## src/rtl/uart_rx_if.sv

```systemverilog
// FIFO write-port bundle between the UART receiver (master) and the async FIFO (slave).
// The receiver drives data/wr_en; the FIFO returns its full flag.
interface uart_rx_if #(
  parameter int DATA_BITS = 8
);
  logic [DATA_BITS-1:0] data;
  logic                 wr_en;
  logic                 full;

  modport master (output data, output wr_en, input full);
  modport slave  (input data, input wr_en, output full);
endinterface

```

## src/rtl/uart_rx.sv

```systemverilog
// 8N1 UART receiver in the FIFO write-clock domain: oversampled, mid-bit sampling,
// one-cycle write strobe gated by full, plus framing/overrun status pulses.
module uart_rx #(
  parameter int CLKS_PER_BIT = 868,
  parameter int DATA_BITS    = 8
) (
  input  logic       wr_clk,
  input  logic       rst,
  input  logic       rx,
  uart_rx_if.master  fifo,
  output logic       busy,
  output logic       frame_err,
  output logic       overrun
);

  localparam int CNT_W = $clog2(CLKS_PER_BIT);
  localparam int IDX_W = $clog2(DATA_BITS + 1);

  localparam logic [CNT_W-1:0] CNT_ZERO  = {CNT_W{1'b0}};
  localparam logic [CNT_W-1:0] CNT_ONE   = {{(CNT_W-1){1'b0}}, 1'b1};
  localparam logic [CNT_W-1:0] HALF_LAST = CNT_W'(CLKS_PER_BIT / 2 - 1);
  localparam logic [CNT_W-1:0] BIT_LAST  = CNT_W'(CLKS_PER_BIT - 1);
  localparam logic [IDX_W-1:0] IDX_ZERO  = {IDX_W{1'b0}};
  localparam logic [IDX_W-1:0] IDX_ONE   = {{(IDX_W-1){1'b0}}, 1'b1};
  localparam logic [IDX_W-1:0] IDX_LAST  = IDX_W'(DATA_BITS - 1);

  typedef enum logic [2:0] {
    IDLE      = 3'd0,
    START     = 3'd1,
    DATA      = 3'd2,
    STOP      = 3'd3,
    WAIT_IDLE = 3'd4
  } state_t;

  logic                 rx_meta_r;
  logic                 rx_sync_r;
  state_t               state_r;
  state_t               state_s;
  logic [CNT_W-1:0]     cnt_r;
  logic [CNT_W-1:0]     cnt_s;
  logic [IDX_W-1:0]     idx_r;
  logic [IDX_W-1:0]     idx_s;
  logic [DATA_BITS-1:0] shift_r;
  logic [DATA_BITS-1:0] shift_s;
  logic [DATA_BITS-1:0] data_r;
  logic [DATA_BITS-1:0] data_s;
  logic                 wr_en_r;
  logic                 wr_en_s;
  logic                 frame_err_r;
  logic                 frame_err_s;
  logic                 overrun_r;
  logic                 overrun_s;
  logic                 busy_r;

  assign fifo.data  = data_r;
  assign fifo.wr_en = wr_en_r;
  assign busy       = busy_r;
  assign frame_err  = frame_err_r;
  assign overrun    = overrun_r;

  // Two-flop synchronizer; resets to the idle (high) line level.
  always_ff @(posedge wr_clk or posedge rst) begin
    if (rst) begin
      rx_meta_r <= 1'b1;
      rx_sync_r <= 1'b1;
    end else begin
      rx_meta_r <= rx;
      rx_sync_r <= rx_meta_r;
    end
  end

  // State, counters and registered outputs.
  always_ff @(posedge wr_clk or posedge rst) begin
    if (rst) begin
      state_r     <= IDLE;
      cnt_r       <= CNT_ZERO;
      idx_r       <= IDX_ZERO;
      shift_r     <= {DATA_BITS{1'b0}};
      data_r      <= {DATA_BITS{1'b0}};
      wr_en_r     <= 1'b0;
      frame_err_r <= 1'b0;
      overrun_r   <= 1'b0;
      busy_r      <= 1'b0;
    end else begin
      state_r     <= state_s;
      cnt_r       <= cnt_s;
      idx_r       <= idx_s;
      shift_r     <= shift_s;
      data_r      <= data_s;
      wr_en_r     <= wr_en_s;
      frame_err_r <= frame_err_s;
      overrun_r   <= overrun_s;
      busy_r      <= (state_s != IDLE);
    end
  end

  // Next-state and output decode; pulses default low so they last one cycle.
  always_comb begin
    state_s     = state_r;
    cnt_s       = cnt_r;
    idx_s       = idx_r;
    shift_s     = shift_r;
    data_s      = data_r;
    wr_en_s     = 1'b0;
    frame_err_s = 1'b0;
    overrun_s   = 1'b0;

    case (state_r)
      IDLE: begin
        if (rx_sync_r == 1'b0) begin
          state_s = START;
          cnt_s   = CNT_ZERO;
        end else begin
          state_s = IDLE;
        end
      end

      START: begin
        if (cnt_r == HALF_LAST) begin
          cnt_s = CNT_ZERO;
          idx_s = IDX_ZERO;
          if (rx_sync_r == 1'b0) begin
            state_s = DATA;
          end else begin
            state_s = IDLE;
          end
        end else begin
          cnt_s = cnt_r + CNT_ONE;
        end
      end

      DATA: begin
        if (cnt_r == BIT_LAST) begin
          cnt_s   = CNT_ZERO;
          shift_s = {rx_sync_r, shift_r[DATA_BITS-1:1]};
          if (idx_r == IDX_LAST) begin
            idx_s   = IDX_ZERO;
            state_s = STOP;
          end else begin
            idx_s = idx_r + IDX_ONE;
          end
        end else begin
          cnt_s = cnt_r + CNT_ONE;
        end
      end

      STOP: begin
        if (cnt_r == BIT_LAST) begin
          cnt_s = CNT_ZERO;
          if (rx_sync_r == 1'b0) begin
            frame_err_s = 1'b1;
            state_s     = WAIT_IDLE;
          end else if (fifo.full) begin
            overrun_s = 1'b1;
            state_s   = IDLE;
          end else begin
            data_s  = shift_r;
            wr_en_s = 1'b1;
            state_s = IDLE;
          end
        end else begin
          cnt_s = cnt_r + CNT_ONE;
        end
      end

      // A held-low line (break) must go high before a new start bit counts.
      WAIT_IDLE: begin
        cnt_s = CNT_ZERO;
        if (rx_sync_r == 1'b1) begin
          state_s = IDLE;
        end else begin
          state_s = WAIT_IDLE;
        end
      end

      default: begin
        state_s = IDLE;
        cnt_s   = CNT_ZERO;
        idx_s   = IDX_ZERO;
      end
    endcase
  end

endmodule

```

## src/flat_wrapper.sv

```systemverilog
// flat-port wrapper written by rule: the top's interface ports become plain ports
module uart_rx_flat 
#(
  parameter int CLKS_PER_BIT = 868,
  parameter int DATA_BITS    = 8
)
  (wr_clk, rst, rx, busy, frame_err, overrun, fifo_data, fifo_wr_en, fifo_full);
  uart_rx_if #(.DATA_BITS(DATA_BITS)) fifo_i ();
  input  logic wr_clk;
  input  logic rst;
  input  logic rx;
  output logic busy;
  output logic frame_err;
  output logic overrun;
  output wire logic [$bits(fifo_i.data)-1:0] fifo_data;
  output wire logic [$bits(fifo_i.wr_en)-1:0] fifo_wr_en;
  input wire logic [$bits(fifo_i.full)-1:0] fifo_full;
  assign fifo_data = fifo_i.data;
  assign fifo_wr_en = fifo_i.wr_en;
  assign fifo_i.full = fifo_full;
  uart_rx #(.CLKS_PER_BIT(CLKS_PER_BIT), .DATA_BITS(DATA_BITS)) u_core (.wr_clk(wr_clk), .rst(rst), .rx(rx), .fifo(fifo_i), .busy(busy), .frame_err(frame_err), .overrun(overrun));
endmodule
```

## config.mk

```make
export PLATFORM = sky130hd
export DESIGN_NAME = uart_rx_flat
export DESIGN_NICKNAME = d
export VERILOG_FILES = /design/src/rtl/uart_rx_if.sv /design/src/rtl/uart_rx.sv /design/src/flat_wrapper.sv
export SDC_FILE = /design/constraint.sdc
export NUM_CORES = 1
export LEC_CHECK = 0
export BUFFER_PORTS_ARGS = -buffer_cell sky130_fd_sc_hd__buf_2
export CELL_PAD_IN_SITES_DETAIL_PLACEMENT = 1
export CELL_PAD_IN_SITES_GLOBAL_PLACEMENT = 2
export CORE_AREA = 2 2 84 86
export DETAILED_ROUTE_END_ITERATION = 10
export DIE_AREA = 0 0 86 88
export PLACE_DENSITY = 0.66
export SYNTH_ARGS = -nofsm -noshare
export SYNTH_HDL_FRONTEND = slang
export SYNTH_SLANG_ARGS = --single-unit
```

## constraint.sdc

```tcl
create_clock -name wr_clk -period 6.4 [get_ports wr_clk]
set_input_delay 0.64 -clock wr_clk [delete_from_list [all_inputs] [get_ports wr_clk]]
set_output_delay 0.64 -clock wr_clk [all_outputs]
set_load 0.05 [all_outputs]
```

# Word-level counts from Yosys, hierarchy flattened
# Index checks and enable logic that the tools add are counted.
totals:
  elab_cells: 59
  inputBits: 4
  output_inout_bits: 12
  regBits: 39
op_classes:
  eq_ne: 10
  add_sub_neg: 2
  n_mux: 27
  bitwise_logic: 2
  n_reduce_logical: 7
op_table:
  columns: ["op", "count"]
  rows:
  - ["$mux 10", 3]
  - ["$pmux 10 s3", 1]
  - ["$mux 3", 5]
  - ["$pmux 3 s5", 1]
  - ["$mux 1", 12]
  - ["$mux 4", 3]
  - ["$pmux 4 s3", 1]
  - ["$add 10x1->10 const B", 1]
  - ["$eq 10x10->1 const B", 1]
  - ["$eq 10x9->1 const B", 1]
  - ["$eq 3x2->1 const B", 2]
  - ["$add 4x1->4 const B", 1]
  - ["$eq 4x3->1 const B", 1]
  - ["$ne 2x1->1 const B", 2]
  - ["$reduce_and 4->1", 1]
  - ["$eq 3x1->1 const B", 1]
  - ["$eq 3x3->1 const B", 1]
  - ["$logic_not 3->1", 1]
  - ["$reduce_and 3->1", 1]
  - ["$reduce_bool 3->1", 1]
  - ["$reduce_or 3->1", 1]
  - ["$mux 2", 1]
  - ["$ne 2x2->1 const B", 1]
  - ["$not 1->1", 2]
  - ["2 further kinds", 2]

# Longest topological paths before layout
logic_depth:
  word_depth: 5
  ltp_mapped: 8
  ltp_nobuf: 7

# Worst setup path after synthesis
# No wires, ideal clock.
synth_timing:
  path_kind: "register -> register"
  startpoint: "reg u_core.cnt_r[0]"
  endpoint: "reg u_core.data_r[0], in the netlist u_core.fifo.data[0]"
  n_path_buf: 0
  setup_time_ns: 0.125
  path_slack_ns: 4.272
  stages_incl_launch_ff: 7
  required_time_ns: 6.275
  arrival_time_ns: 2.003
  period_less_slack_ns: 2.128
  path_cell_list: "dfrtp_1 ha_1 and4bb_1 nand4_2 or3_4 nor3b_4 mux2_2"
synth_between:
  elab_chain_cells: 2
synth_rtl:
  columns: ["element", "line_no", "source"]
  rows:
  - ["start: declaration", "uart_rx.sv:39", "logic [CNT_W-1:0] cnt_r;"]
  - ["start signal: assignment", "uart_rx.sv:86", "cnt_r <= cnt_s;"]
  - ["$eq 10x10->1", "uart_rx.sv:148", "if (cnt_r == BIT_LAST) begin"]
  - ["$reduce_and 4->1 (no line)", null, null]
  - ["end signal: assignment", "uart_rx.sv:79", "data_r <= {DATA_BITS{1'b0}};"]
  - ["end signal: assignment", "uart_rx.sv:89", "data_r <= data_s;"]
  - ["end: declaration", "uart_rx.sv:45", "logic [DATA_BITS-1:0] data_r;"]
# No other way between the ends.
# A chain may end at the register's enable or synchronous reset.

# Final worst setup path
layout_timing:
  startpoint: "reg u_core.cnt_r[0]"
  endpoint: "reg u_core.busy_r, in the netlist u_core.busy"
layout_between:
  elab_chain_cells: 4
  word_cells_on_any_way: 7
  classes_between: "eq/ne: 2; mux: 4; reduce/logical: 1"
layout_rtl:
  columns: ["element", "line_no", "source"]
  rows:
  - ["$eq 10x10->1 or $eq 10x9->1 (tied branches)", "uart_rx.sv:133, uart_rx.sv:148, uart_rx.sv:119", null]
  - ["$mux 3 (on tied branches)", "uart_rx.sv:148, uart_rx.sv:119, uart_rx.sv:133", null]
  - ["$pmux 3 s5 *", "uart_rx.sv:108", "case (state_r)"]
  - ["named net u_core.state_s[0]", "uart_rx.sv:38", "state_t state_s;"]
  - ["$reduce_bool 3->1 *", "uart_rx.sv:93", "busy_r <= (state_s != IDLE);"]
  - ["end signal: assignment", "uart_rx.sv:93", null]
  - ["end: declaration", "uart_rx.sv:53", "logic busy_r;"]
# Mark *: on every way through the listed nets, which the timed path passes. The rest lies on a longest branch.

==> metrics.md <==
| Metric | Value |
|---|---|
| Die height | 88 microns |
| Worst path required time | 6.57 ns |
| CP Max Fanout | 11 |
| Commonest cells in the netlist | dfrtp_1, nand2_1, nor2_1, o21ai_0, mux2_2 |
| Hpwl dp | 2.731 mm |
| Worst-skew pair later-pin latency | 0.28 ns |
| First-pass GRT wire length | 6.713 mm |
| Synth area leader | dfrtp_1 |
| Peak VDD IR | 0.09953 mV |
| Crit. End Element | flip-flop |
| GRT Resource Usage Total | 0.1123 |
| Layout cells sized above 1 | 0.2041 |
| Filler cells | 768 |
| Sequential area share after synthesis | 0.5356 |
| Synth Flop Type | dfrtp_1 |
| Synth Area per Inst | 10.32 sq um |
| Routed vias/inst | 4.837 |
| CTS tree | done |
| Post-synthesis cell area | 0.001827 sq mm |
| CP Class | flip-flop to flip-flop |
| Final wirelength | 3.782 mm |
| Multi-input logic area | 805.8 sq um |
| Die width | 86 microns |
| Async set-or-reset flop fraction in the synthesized netlist | 1.000 |
| Outcome | finished clean |
| Fin. Hold Viols | 0 |
| TritonCTS Buffers | 5 |
| Register Area | 978.4 sq um |
| Post-synth EDFFs | 0 |
| GRT overflow | 0 |
| Root Buffer | clkbuf_8 |
| Pwr per Cell Area | 217.1 mW/mm^2 |
| Worst hold path class | flip-flop to flip-flop |
| Initial antenna violation count | 0 |
| Die area | 0.007568 sq mm |
| Critical Path AT | 2.67 ns |
| Number of nets in the layout | 202 |
| Vias post-DR | 1,335 |
| Syn Nets | 184 |
| Largest net degree at the start of global routing | 40 |
| Maximum clock frequency | 399.5 MHz |
| Ports | 16 |
| Hold Path Depth | 0 |
| DRT Pass-1 Iters | 3 |
| Clock Path Buffers | 2 |
| Antenna Cells | 0 |
| H-tree levels | 2 |
| Clk sinks | 39 |
| RePlAce Congestion | 0.7380 |
| Seq cells post-synth | 39 |
| Synth top area cells | dfrtp_1, nand2_1, mux2_2, o21ai_0, dfstp_2 |
| Final instance area | 0.002106 sq mm |
| Antenna Nets Post-Route | 0 |
| Clk_skew | 0.007990 ns |
| Initial Util | 0.2750 |
| Core box area | 0.006644 sq mm |
| Detailed Route Iter0 Violations | 27 |
| Crit path launch type | flip-flop |
| Final Setup Violations | 0 |
| Synth warn | 0 |
| Synth-to-layout area growth | 15.27% |
| Synth Instances | 177 |
| Fin crit period | 2.503 ns |
| Yosys cell types | 38 |
| Period utilization | 0.3911 |
| RSZ-0062 raised after global routing | false |
| FP Rows | 30 |
| Yosys top cell area share | 0.5068 |
| Post-cts resize count | 0 |
| Vias in the first global route | 1,380 |
| Slew @ Worst Pin | 0.4899 ns |
| Setup Fix Bufs, Post-CTS | 0 |
| LEAKAGE | 1.046 nW |
| # hold bufs at CTS | 0 |
| Most numerous cell in the Yosys netlist | dfrtp_1 |
| Detailed-route wire length per cell | 13.70 microns |
| Port bufs | 15 |
| Reg2Reg Depth | 6 |
| Max-slew headroom | 0.6690 |
| CTS clk-pin slew, worst paths | 0.08 ns |
| Max-slew violations | 0 |
| # DRC | 0 |
| Max capacitance violation total | 0 |
| Setup TNS | 0 ns |
| DP Area | 0.001993 sq mm |
-- layout make-up --
class                      instances  share of cell area
clock inverter                     3             0.02080
multi-input combinational        127              0.3827
timing repair buffer              17             0.04278
clock buffer                       5             0.03268
sequential                        39              0.4646
tap                               80             0.04753
inverter                           5            0.008913
-- kinds of logic after synthesis --
logic type,after synthesis,synth area share
flops,39,0.5356
simple gates,84,0.2452
mux,10,0.06096
fa+ha+maj,3,0.02055
buf+inv,11,0.02328
compound gates,30,0.1144
-- placed cells by master, fill, tap and decap left out, types with 2 or more instances in the layout --
cell type	Yosys	routed
nand3_1	7	7
a21o_1	4	4
o21ai_0	11	11
a211o_1	3	3
a21oi_1	2	2
mux2_2	9	9
dfrtp_1	37	37
nor3_1	4	4
and3_1	2	2
nand2_1	35	35
inv_1	4	4
nand4_1	3	3
nor2b_1	4	4
o41ai_1	2	2
o311a_1	2	2
nor4_1	2	2
buf_2	1	15
nor3b_1	3	3
ha_1	3	3
clkbuf_8	0	5
buf_4	0	2
and2_1	5	5
dfstp_2	2	2
nor2_1	11	11
nor3b_4	2	2
-- routing by layer --
metal	up-vias	share of wire	global-route usage
met1	656	0.51	0.1541
met2	15	0.45	0.1769
met3	5	0.027	0.02828
li1	659	-	-
met4	0	0.012	0.03030
met5	-	0	0
-- power by group --
| part | internal (W) | total [W] | switching [W] |
|---|---|---|---|
| logic | 0.00000144 | 0.00000660 | 0.00000516 |
| clock network | 0.000116 | 0.000202 | 0.0000862 |
| registers | 0.000247 | 0.000248 | 0.000000922 |
| total | 0.000365 | 0.000457 | 0.0000923 |
-- critical path, cell delays in order (launching register included) --
cell,delay (ns)
dfrtp_1,0.42
ha_1,0.24
and4bb_1,0.24
nand4_1,0.39
clkinv_1,0.39
a211o_1,0.36
or3_1,0.34
-- state kept, by name, summed over array words and instances (netlist names) --
name / cells
u_core.busy: 1
u_core.cnt_r: 10
u_core.fifo.data: 8
u_core.fifo.wr_en: 1
u_core.frame_err: 1
u_core.idx_r: 4
u_core.overrun: 1
u_core.rx_meta_r: 1
u_core.rx_sync_r: 1
u_core.shift_r: 8
u_core.state_r: 3
-- per-stage QoR --
stage | std cells | util | setup slack (ns) | total power [W] | hold slack [ns]
final | 276 | 0.3169 | 3.897 | 0.0004572 | 0.3577
after global routing | 276 | 0.3169 | 3.636 | 0.0004784 | 0.3594
after CTS | 276 | 0.3169 | 3.866 | 0.0004676 | 0.3586
after detailed placement | 268 | 0.3000 | 3.886 | 0.0002604 | 0.3475
after global placement | 268 | 0.3000 | 3.919 | 0.0002604 | 0.3461
after floorplan | 177 | - | 4.272 | 0.0002567 | 0.3452
-- path summary, 6_finish.rpt --
kind                                  start                   to  slack, ns
max in group asynchronous               rst     u_core.rx_meta_r       5.58
min in group asynchronous               rst  u_core.fifo.data[5]       0.46
min reg2reg                u_core.rx_meta_r     u_core.rx_sync_r       0.36
min                        u_core.rx_meta_r     u_core.rx_sync_r       0.36
max reg2reg                 u_core.cnt_r[0]          u_core.busy       3.90
max                         u_core.cnt_r[0]          u_core.busy       3.90
No activity file was read; power rests on OpenSTA's default activity.
